===== src/rtl/fade_sequencer.sv =====
`default_nettype none
// ============================================================================
// Module      : fade_sequencer
// Description : Walks a palette address through a color table, requesting a
//               fade to each entry and holding for a programmable dwell time.
//               Supports loop, ping-pong, one-shot and hold play modes.
// Revision    : 1.0 - initial release
// ============================================================================
module fade_sequencer #(
    parameter int ADDR_W  = 3,
    parameter int DWELL_W = 28
) (
    input  logic               clk,
    input  logic               reset,
    input  logic               enable,
    input  logic               restart,
    input  logic [1:0]         mode,
    input  logic [ADDR_W-1:0]  last_index,
    input  logic [DWELL_W-1:0] dwell_cycles,
    input  logic               fade_done,
    output logic [ADDR_W-1:0]  color_addr,
    output logic               fade_start,
    output logic               busy,
    output logic               dir,
    output logic               seq_done
);

    localparam logic [1:0] c_st_idle   = 2'd0;
    localparam logic [1:0] c_st_start  = 2'd1;
    localparam logic [1:0] c_st_fading = 2'd2;
    localparam logic [1:0] c_st_dwell  = 2'd3;

    localparam logic [1:0] c_mode_loop = 2'b00;
    localparam logic [1:0] c_mode_ping = 2'b01;
    localparam logic [1:0] c_mode_one  = 2'b10;
    localparam logic [1:0] c_mode_hold = 2'b11;

    logic [1:0]         r_state;
    logic [ADDR_W-1:0]  r_addr;
    logic               r_dir;
    logic               r_seq_done;
    logic [DWELL_W-1:0] r_cnt;

    logic [1:0]         w_state_nxt;
    logic [ADDR_W-1:0]  w_addr_nxt;
    logic               w_dir_nxt;
    logic               w_done_nxt;
    logic [DWELL_W-1:0] w_cnt_nxt;
    logic               w_run;

    // Next-state, address-advance and dwell-count decode
    always_comb begin
        w_state_nxt = r_state;
        w_addr_nxt  = r_addr;
        w_dir_nxt   = r_dir;
        w_done_nxt  = r_seq_done;
        w_cnt_nxt   = r_cnt;
        w_run       = enable && (mode != c_mode_hold);
        case (r_state)
            c_st_idle: begin
                if (w_run && !r_seq_done) begin
                    w_state_nxt = c_st_start;
                end
            end
            c_st_start: begin
                w_state_nxt = c_st_fading;
            end
            c_st_fading: begin
                if (fade_done) begin
                    w_cnt_nxt   = dwell_cycles;
                    w_state_nxt = c_st_dwell;
                end
            end
            default: begin
                if (r_cnt != '0) begin
                    w_cnt_nxt = r_cnt - 1'b1;
                end else begin
                    w_state_nxt = w_run ? c_st_start : c_st_idle;
                    if (r_addr > last_index) begin
                        // Table shrank under us: restart from the bottom going up
                        w_addr_nxt = '0;
                        w_dir_nxt  = 1'b0;
                    end else begin
                        case (mode)
                            c_mode_loop: begin
                                w_addr_nxt = (r_addr >= last_index) ? '0 : r_addr + 1'b1;
                            end
                            c_mode_ping: begin
                                if (last_index == '0) begin
                                    w_addr_nxt = '0;
                                end else if (!r_dir) begin
                                    if (r_addr >= last_index) begin
                                        w_dir_nxt  = 1'b1;
                                        w_addr_nxt = last_index - 1'b1;
                                    end else begin
                                        w_addr_nxt = r_addr + 1'b1;
                                    end
                                end else begin
                                    if (r_addr == '0) begin
                                        w_dir_nxt  = 1'b0;
                                        w_addr_nxt = ADDR_W'(1);
                                    end else begin
                                        w_addr_nxt = r_addr - 1'b1;
                                    end
                                end
                            end
                            c_mode_one: begin
                                if (r_addr >= last_index) begin
                                    w_done_nxt  = 1'b1;
                                    w_state_nxt = c_st_idle;
                                end else begin
                                    w_addr_nxt = r_addr + 1'b1;
                                end
                            end
                            default: begin
                                w_state_nxt = c_st_idle;
                            end
                        endcase
                    end
                end
            end
        endcase
    end

    // State and datapath registers; restart overrides everything but reset
    always_ff @(posedge clk or posedge reset) begin
        if (reset) begin
            r_state    <= c_st_idle;
            r_addr     <= '0;
            r_dir      <= 1'b0;
            r_seq_done <= 1'b0;
            r_cnt      <= '0;
        end else if (restart) begin
            r_state    <= c_st_idle;
            r_addr     <= '0;
            r_dir      <= 1'b0;
            r_seq_done <= 1'b0;
            r_cnt      <= '0;
        end else begin
            r_state    <= w_state_nxt;
            r_addr     <= w_addr_nxt;
            r_dir      <= w_dir_nxt;
            r_seq_done <= w_done_nxt;
            r_cnt      <= w_cnt_nxt;
        end
    end

    assign color_addr = r_addr;
    assign dir        = r_dir;
    assign seq_done   = r_seq_done;
    assign fade_start = (r_state == c_st_start);
    assign busy       = (r_state != c_st_idle);

endmodule
`default_nettype wire


===== config.mk =====
export PLATFORM = sky130hd
export DESIGN_NAME = fade_sequencer
export DESIGN_NICKNAME = d
export VERILOG_FILES = /design/src/rtl/fade_sequencer.sv
export SDC_FILE = /design/constraint.sdc
export NUM_CORES = 1
export LEC_CHECK = 0
export ABC_AREA = 1
export BUFFER_PORTS_ARGS = -buffer_cell sky130_fd_sc_hd__buf_2
export CORE_MARGIN = 5
export CORE_UTILIZATION = 49
export CTS_CLUSTER_SIZE = 25
export DETAILED_ROUTE_END_ITERATION = 16
export PLACE_DENSITY_LB_ADDON = 0.3
export SETUP_SLACK_MARGIN = 0.3
export SLEW_MARGIN = 20
export SYNTH_ARGS = -nofsm -noshare
export SYNTH_HDL_FRONTEND = slang
export SYNTH_SLANG_ARGS = --single-unit

===== constraint.sdc =====
create_clock -name clk -period 4.58 [get_ports clk]
set_clock_uncertainty 0.15 [all_clocks]
set_input_delay 0.916 -clock clk [delete_from_list [all_inputs] [get_ports clk]]
set_output_delay 0.916 -clock clk [all_outputs]
set_load 0.01 [all_outputs]

==> results of run 1 <==
## flip-flops by register name, summed over array words and instances, names as in the netlist
register    cells
color_addr      3
seq_done        1
dir             1
r_cnt          28
r_state         2
## layout make-up
class	instances	share of cell area (%)
Multi-Input combinational cell	409	57.76
Sequential cell	35	24.52
Tap cell	77	2.697
Inverter	49	5.149
Clock inverter	2	0.9807
Clock buffer	6	2.312
Timing Repair Buffer	46	6.585
## cell usage in the layout, fill, tap and decap left out, types with 10 or more instances in the layout
| cell | synthesis | routed |
|---|---|---|
| nand2_1 | 154 | 154 |
| nor2_1 | 71 | 71 |
| nand3_1 | 53 | 53 |
| inv_1 | 49 | 49 |
| buf_2 | 1 | 44 |
| dfrtp_1 | 35 | 35 |
| o21ai_0 | 20 | 20 |
| or2_2 | 19 | 19 |
| ha_1 | 19 | 19 |
| nand4_1 | 17 | 17 |
| a21oi_1 | 15 | 15 |
| o21ai_1 | 10 | 10 |
## critical path: stages (launching register included)
cell     delay [ps]
dfrtp_1         420
inv_1            90
ha_1            670
inv_1           130
buf_4           280
nand4_4         190
nand2_1         120
nor2_2          520
nand3_1         150
nand2_1          90
## power by group through the flow
stage          clock network, mW  registers (mW)  logic (mW)
6_report                   0.305           0.597        2.10
5_1_grt                    0.323           0.618        2.41
4_1_cts                    0.310           0.592        2.08
3_5_place_dp                   0           0.595        2.08
3_3_place_gp                   0           0.594        2.04
2_1_floorplan                  0           0.555        1.69
## metal layers
| metal | up-vias | part of all wire, % | GRT usage, % | wire [um] |
|---|---|---|---|---|
| met2 | 97 | 48 | 35.53 | 4001 |
| met3 | 10 | 5.8 | 3.667 | 483 |
| li1 | 1704 | - | - | - |
| met5 | - | 0 | 0 | 0 |
| met1 | 1533 | 45 | 26.52 | 3693 |
| met4 | 0 | 1.1 | 5.087 | 93 |
## kinds of logic after synthesis
family,after synthesis,synth area share (%)
xor gates and xnor gates,6,1.651
and+or+nand+nor,333,46.95
DFF,35,27.50
AOI/OAI and AO/OA,51,8.723
adders and majority gates,19,7.466
buffers and inverters,60,7.702
## stage by stage
step | cells | utilization [%] | worst slack (ps) | area [sq um]
after CTS | 624 | 56.26 | 1666 | 3572
after detailed placement | 616 | 54.40 | 1693 | 3455
after global routing | 624 | 56.26 | 1445 | 3572
final | 624 | 56.26 | 1710 | 3572
after floorplan | 504 | - | 2289 | 3184
after global placement | 616 | 54.40 | 1781 | 3455
## path summary, 6_finish.rpt
path,start,to,slack (ps),cells past startpoint
worst max-delay path,r_state[0]$_DFFE_PP0P_,r_cnt[26]$_DFFE_PP0P_,1710,9
worst min-delay path,r_cnt[27]$_DFFE_PP0P_,r_cnt[27]$_DFFE_PP0P_,380,2
worst max register to register,r_state[0]$_DFFE_PP0P_,r_cnt[26]$_DFFE_PP0P_,1710,9
worst min register to register,r_cnt[27]$_DFFE_PP0P_,r_cnt[27]$_DFFE_PP0P_,380,2
max in group asynchronous,reset,r_cnt[7]$_DFFE_PP0P_,3370,3
min in group asynchronous,reset,dir$_DFFE_PP0P_,560,3
==> metrics.cfg, run 1 <==
[outcome]
status=finished, final reports clean

[drt]
drt_iter0_drc=187
firstDrtPassIters=5
wirelength_um=8271
drc=0
vias=3344
postRouteAntennaNets=0
avgViaCountPerCell=5.359
wl_per_cell_um=13.25

[power_and_ir_drop]
power_frac_comb_pct=70.0
pwr-share-seq_pct=19.9
p_clk_share_pct=10.2
power_mw=3.000
swShare_pct=55.87
power_per_cell_area_nw_per_um2=839.8
switching_power_mw=1.676
p_int_mw=1.324
ir_drop_uv=374.9
p_leak_nw=1.932

[clocking]
cts_tree=yes
clkLatencyLatePin_ps=300
cts.repair.resized=0
clockRootBuffer=clkbuf_8
clockBufferDepth=2
cts_max_level=2
cts_buffers=5
cts_hold_repair.buffers=0
clock_sinks=35
cts_setup_buffers=0
cts.clk_slew.worst_paths_ps=80

[die]
dieArea_sq_um=8211
chipWidth_um=90.62
die_height_um=90.62
coreArea_sq_um=6350
pin_count=45
start_util_pct=50.15
num_rows=29

[critical_path]
critPathKind=reg -> reg
cp_max_fo=37
cp-end-kind=flip-flop
start_kind=flip-flop
critPathRequiredTime_ps=4670
arrival_ps=2960

[synthesis]
synthTopCellsByCount=nand2_1, nor2_1, nand3_1, inv_1, dfrtp_1
yosys.area.top_type=dfrtp_1
synth_edf_count=0
synth-main-ff-cell=dfrtp_1
synth_most_common_cell=nand2_1
synth_cells=504
yosys_warnings=0
synthTopCellsByArea=dfrtp_1, nand2_1, nor2_1, nand3_1, ha_1
netlist_area_sq_um=3184
syn_avg_cell_area_sq_um=6.318
async_flop_share_pct=100.0
ys_seq_area_share_pct=27.50
synth_fp_nets=561
ys_ff_latch=35
synth.distinct_cells=31
synth_top_area_share_pct=27.50

[global_routing]
grt_pass1_vias=3149
grtUsageTotal_pct=20.62
antenna_found_initial=0
grt_max_degree=38
grt.overflow.total=0
grt_pass1_wl_um=14350

[placed_design]
io_buffer_count=44
hpwlAfterDp_um=6242
gp_congestion=0.9396

[finish]
regArea_sq_um=875.8
multiInputGateArea_sq_um=2063
drive_gt1_share_pct=15.90
antennaDiodeCount=0
area_growth_pct=12.18
fill_cells=621
nNetsFinal=603

[timing]
tns_ps=0
slew_headroom_pct=47.87
worstMarginPinSlew_ps=781.9
holdWs_ps=378.2
setup_viol_count_final=0
slew_violations=0
post-route-min-period_ps=2870
finalHoldViolCount=0
rsz0062_at_grt=false
finalCritPeriodShare_pct=62.67
max_freq_ghz=0.3484

[min_path]
worstHoldPathType=reg -> reg

[run]
maxCapViolations=0

Power figures use the tool's default switching activity.
==> inputs of run 2 (changes only) <==
--- a/config.mk
+++ b/config.mk
@@ -5,7 +5,7 @@
 export SDC_FILE = /design/constraint.sdc
 export NUM_CORES = 1
 export LEC_CHECK = 0
-export ABC_AREA = 1
+export ABC_AREA = 0
 export BUFFER_PORTS_ARGS = -buffer_cell sky130_fd_sc_hd__buf_2
 export CORE_MARGIN = 5
 export CORE_UTILIZATION = 49
==> constraint.sdc (replaced) <==
create_clock -name clk -period 3 [get_ports clk]
set_clock_uncertainty 0.15 [all_clocks]
set_input_delay 0.6 -clock clk [delete_from_list [all_inputs] [get_ports clk]]
set_output_delay 0.6 -clock clk [all_outputs]
set_load 0.01 [all_outputs]
==> metrics.cfg, run 2 <==
[clocking]
clockBufferDepth=2
cts_tree=yes
clock_sinks=35
cts_buffers=5
clockRootBuffer=clkbuf_8
clkLatencyLatePin_ps=290
cts.clk_slew.worst_paths_ps=80
cts_max_level=2

[critical_path]
cp_max_fo=8
critPathRequiredTime_ps=3030
reg2reg_from=r_cnt[7]$_DFFE_PP0P_
r2r-end=color_addr[2]$_DFFE_PP0P_
critPathKind=reg -> reg
r2r_slack_ps=420
arrival_ps=2610
cp-end-kind=flip-flop
start_kind=flip-flop
ff2ff_path_depth=5

[timing]
tns_ps=0
slew_violations=0
post-route-min-period_ps=2583
finalHoldViolCount=0
slew_headroom_pct=67.08
worstMarginPinSlew_ps=489.2
rsz0062_at_grt=false
finalCritPeriodShare_pct=86.11
setup_viol_count_final=0
max_freq_ghz=0.3871

[synthesis]
syn_avg_cell_area_sq_um=7.759
netlist_area_sq_um=3010
ys_ff_latch=35
ys_seq_area_share_pct=29.09
synth_most_common_cell=nor2_1
synth_top_area_share_pct=29.09
synth.distinct_cells=61
yosys_warnings=0
synthTopCellsByArea=dfrtp_1, ha_1, a21oi_1, nor2_1, nand2_1
synth_cells=388
async_flop_share_pct=100.0
yosys.area.top_type=dfrtp_1
synth-main-ff-cell=dfrtp_1
synth_fp_nets=445
synthTopCellsByCount=nor2_1, nand2_1, dfrtp_1, a21oi_1, o21ai_0
synth_edf_count=0

[drt]
drt_iter0_drc=268
wirelength_um=8495
wl_per_cell_um=16.76
firstDrtPassIters=4
vias=3109
drc=0
avgViaCountPerCell=6.132
postRouteAntennaNets=0

[finish]
nNetsFinal=488
stdcell_area_sq_um=3431
antennaDiodeCount=0
area_growth_pct=13.97
final_cell_mix=buf_2, nor2_1, nand2_1
mostFrequentLayoutCell=buf_2
top_register=r_cnt
drive_gt1_share_pct=18.06
post-route-util_pct=57.61
largest_reg_flops=28

[min_path]
worstHoldPathType=in -> async

[placed_design]
hpwlAfterDp_um=6258
gp_congestion=0.9618
placed_cell_area_sq_um=3326
io_buffer_count=44

[global_routing]
grtUsageTotal_pct=22.90
antenna_found_initial=0
grt_max_degree=42
grt.overflow.total=0
grt_pass1_vias=3034
grt_pass1_wl_um=14300

[run]
maxCapViolations=0

[die]
dieArea_sq_um=7811
chipWidth_um=88.38
die_height_um=88.38
start_util_pct=50.55
num_rows=28
pin_count=45
coreArea_sq_um=5956

[outcome]
status=finished, final reports clean

run 2: changes by cell type after synthesis, sizes merged, moves of 10 or more:
cell    before  now
inv         49   23
nor2        80   39
nand3       54   13
nor3         4   16
clkbuf       7   17
nand2      155   38
a21oi       16   34
nand4       18    5
or2         21    4
run 2: worst max path at each step:
stage                                    start  slack, ps                        end  depth (start not counted)
final                     r_cnt[7]$_DFFE_PP0P_        420  color_addr[2]$_DFFE_PP0P_                          5
after global routing      r_cnt[7]$_DFFE_PP0P_        310  color_addr[2]$_DFFE_PP0P_                          5
after CTS                 r_cnt[7]$_DFFE_PP0P_        380       r_cnt[1]$_DFFE_PP0P_                          6
after detailed placement  r_cnt[7]$_DFFE_PP0P_        410       r_cnt[1]$_DFFE_PP0P_                          6
after global placement    r_cnt[7]$_DFFE_PP0P_        500       r_cnt[8]$_DFFE_PP0P_                          6
after floorplan                  last_index[2]        630  color_addr[0]$_DFFE_PP0P_                          9
run 2: logic make-up (layout without fill, tap and decap cells):
kind of cell,Yosys count,in the layout,synth area share [%]
DFF,35,35,29.09
AOI/OAI and AO/OA,125,125,27.02
adders and majority gates,19,19,7.897
xor gates and xnor gates,3,3,0.8730
and+or+nand+nor,157,157,27.39
muxes,6,6,2.078
buffers and inverters,43,87,5.652
run 2: layout make-up:
class	count	area (sq um)
fillers	559	2525
clock buffers	6	72.57
flip-flops and latches	35	875.8
well taps	75	93.84
inverters	23	86.33
clock inverters	2	12.51
repair buffers	56	322.8
multi-input cells	310	1967
run 2: through the flow:
step / instances / worst slack [ps] / hold WS, ps
floorplan: 388 / 628.0 / 359.8
global placement: 498 / 504.8 / 363.1
detailed placement: 498 / 409.1 / 393.6
CTS: 506 / 383.0 / 268.4
global route: 507 / 313.0 / 307.7
finish: 507 / 416.8 / 252.4
run 2: worst max-delay path, cell delays in order, from the launching register on:
cell and delay (ps):
dfrtp_1 470, or4_4 590, nor4b_4 380, a41oi_1 310
nand2b_1 260, o32ai_1 300
run 2: metal layers:
layer	vias to the layer above	share of wire, %	track usage (%)
met4	0	1.2	4.670
li1	1522	-	-
met3	13	6.1	3.911
met5	-	0	0
met1	1482	45	31.99
met2	92	48	37.46
run 2: repair_timing:
action,4_1_cts,5_1_grt
gates resized for setup,0,0
hold buffers,0,0
buffers inserted,0,1
endpoints found under the setup margin,0,11
endpoints found under the hold margin,0,0
Power of run 2 is left out: the tool's default activity adds up to more than one toggle a clock period on the data nets, which glitch-free logic cannot reach.
==> inputs of run 3 (changes only) <==
--- a/config.mk
+++ b/config.mk
@@ -11,8 +11,7 @@
 export CORE_UTILIZATION = 49
 export CTS_CLUSTER_SIZE = 25
 export DETAILED_ROUTE_END_ITERATION = 16
-export PLACE_DENSITY_LB_ADDON = 0.3
-export SETUP_SLACK_MARGIN = 0.3
+export PLACE_DENSITY = 0.7
 export SLEW_MARGIN = 20
 export SYNTH_ARGS = -nofsm -noshare
 export SYNTH_HDL_FRONTEND = slang
==> metrics.cfg, run 3 (synthesis results as in run 2) <==
[die]
start_util_pct=50.55
pin_count=45
dieArea_sq_um=7811
die_height_um=88.38
num_rows=28
chipWidth_um=88.38
coreArea_sq_um=5956

[finish]
multiInputGateArea_sq_um=1967
regArea_sq_um=875.8
final_cell_mix=buf_2, nor2_1, nand2_1
largest_reg_flops=28
post-route-util_pct=57.21
antennaDiodeCount=0
area_growth_pct=13.18
top_register=r_cnt
fill_cells=595
mostFrequentLayoutCell=buf_2
nNetsFinal=487
drive_gt1_share_pct=17.63

[critical_path]
cp_common_cell=a211oi_1
cp_slowest_cell=or4_4
critPathKind=reg -> reg
cp_max_fo=17
path_cells=or4_4 -> nor4b_4 -> nand3_4 -> o21ai_4 -> a211oi_1 -> a211oi_1
start_kind=flip-flop
critPathRequiredTime_ps=3040
cp-end-kind=flip-flop
arrival_ps=2690
slowest_delay_ps=600

[drt]
postRouteAntennaNets=0
vias=3172
drt_iter0_drc=291
firstDrtPassIters=5
wl_per_cell_um=16.81
avgViaCountPerCell=6.269
wirelength_um=8504
drc=0

[min_path]
worstHoldPathType=in -> async

[clocking]
cts_tree=yes
clockRootBuffer=clkbuf_8
clock_sinks=35
cts_max_level=2
cts.clk_slew.worst_paths_ps=70
cts_hold_repair.buffers=0
clkLatencyLatePin_ps=290
cts_buffers=5
cts.repair.resized=0
clockBufferDepth=2
cts_setup_buffers=0

[timing]
slew_headroom_pct=65.27
holdWs_ps=254.5
max_freq_ghz=0.3773
finalHoldViolCount=0
worstMarginPinSlew_ps=516.2
finalCritPeriodShare_pct=88.34
setup_viol_count_final=0
rsz0062_at_grt=false
tns_ps=0
post-route-min-period_ps=2650
slew_violations=0

[global_routing]
grt.overflow.total=0
antenna_found_initial=0
grt_max_degree=36
grt_pass1_vias=3118
grtUsageTotal_pct=23.02
grt_pass1_wl_um=14340

[placed_design]
io_buffer_count=44
hpwlAfterDp_um=6281
gp_congestion=0.9584

[run]
maxCapViolations=0

[outcome]
status=finished, final reports clean

## run 3: cell count changes in the layout (fill, tap and decap cells not counted), sizes merged
cell      change
buf           -1
clkbuf        +1
clkinvlp      -1
## run 3: metrics by stage
step	instances	setup slack, ps	cell area (sq um)
after floorplan	388	628.0	3010
after global placement	498	423.7	3326
after detailed placement	498	360.1	3326
after CTS	506	335.2	3407
after global routing	506	222.6	3407
final	506	349.9	3407
## run 3: layout make-up
class                           instances  share of cell area [%]
Clock inverter                          1                  0.1469
Timing Repair Buffer                   55                   8.887
Inverter                               23                   2.534
Tap cell                               75                   2.754
Clock buffer                            7                   2.240
Multi-Input combinational cell        310                   57.73
Sequential cell                        35                   25.71
## run 3: path summary, 6_finish.rpt
| kind | startpoint | depth (start not counted) | endpoint | slack, ps |
|---|---|---|---|---|
| hold reg to reg | r_cnt[14]$_DFFE_PP0P_ | 2 | r_cnt[14]$_DFFE_PP0P_ | 390 |
| hold / removal | reset | 3 | r_state[1]$_DFFE_PP0P_ | 250 |
| min in group clk | r_cnt[14]$_DFFE_PP0P_ | 2 | r_cnt[14]$_DFFE_PP0P_ | 390 |
| setup reg to reg | r_cnt[7]$_DFFE_PP0P_ | 6 | r_cnt[0]$_DFFE_PP0P_ | 350 |
| setup / recovery | r_cnt[7]$_DFFE_PP0P_ | 6 | r_cnt[0]$_DFFE_PP0P_ | 350 |
| max in group asynchronous | reset | 3 | r_cnt[19]$_DFFE_PP0P_ | 2100 |
## run 3: critical path, delay by kind of cell, from the launching register on
| family | cells | cell delay, ps |
|---|---|---|
| AND/OR/NAND/NOR | 3 | 1150 |
| AO/OA/AOI/OAI | 3 | 780 |
| flip-flops | 1 | 460 |
## run 3: layer usage
layer  up-vias  GRT usage [%]  share of wire (%)
met5         -              0                  0
met4         0          7.555                2.2
met3        19          4.842                7.6
met2       126          38.00                 46
met1      1505          30.10                 44
li1       1522              -                  -
Power of run 3 is left out for the same reason.
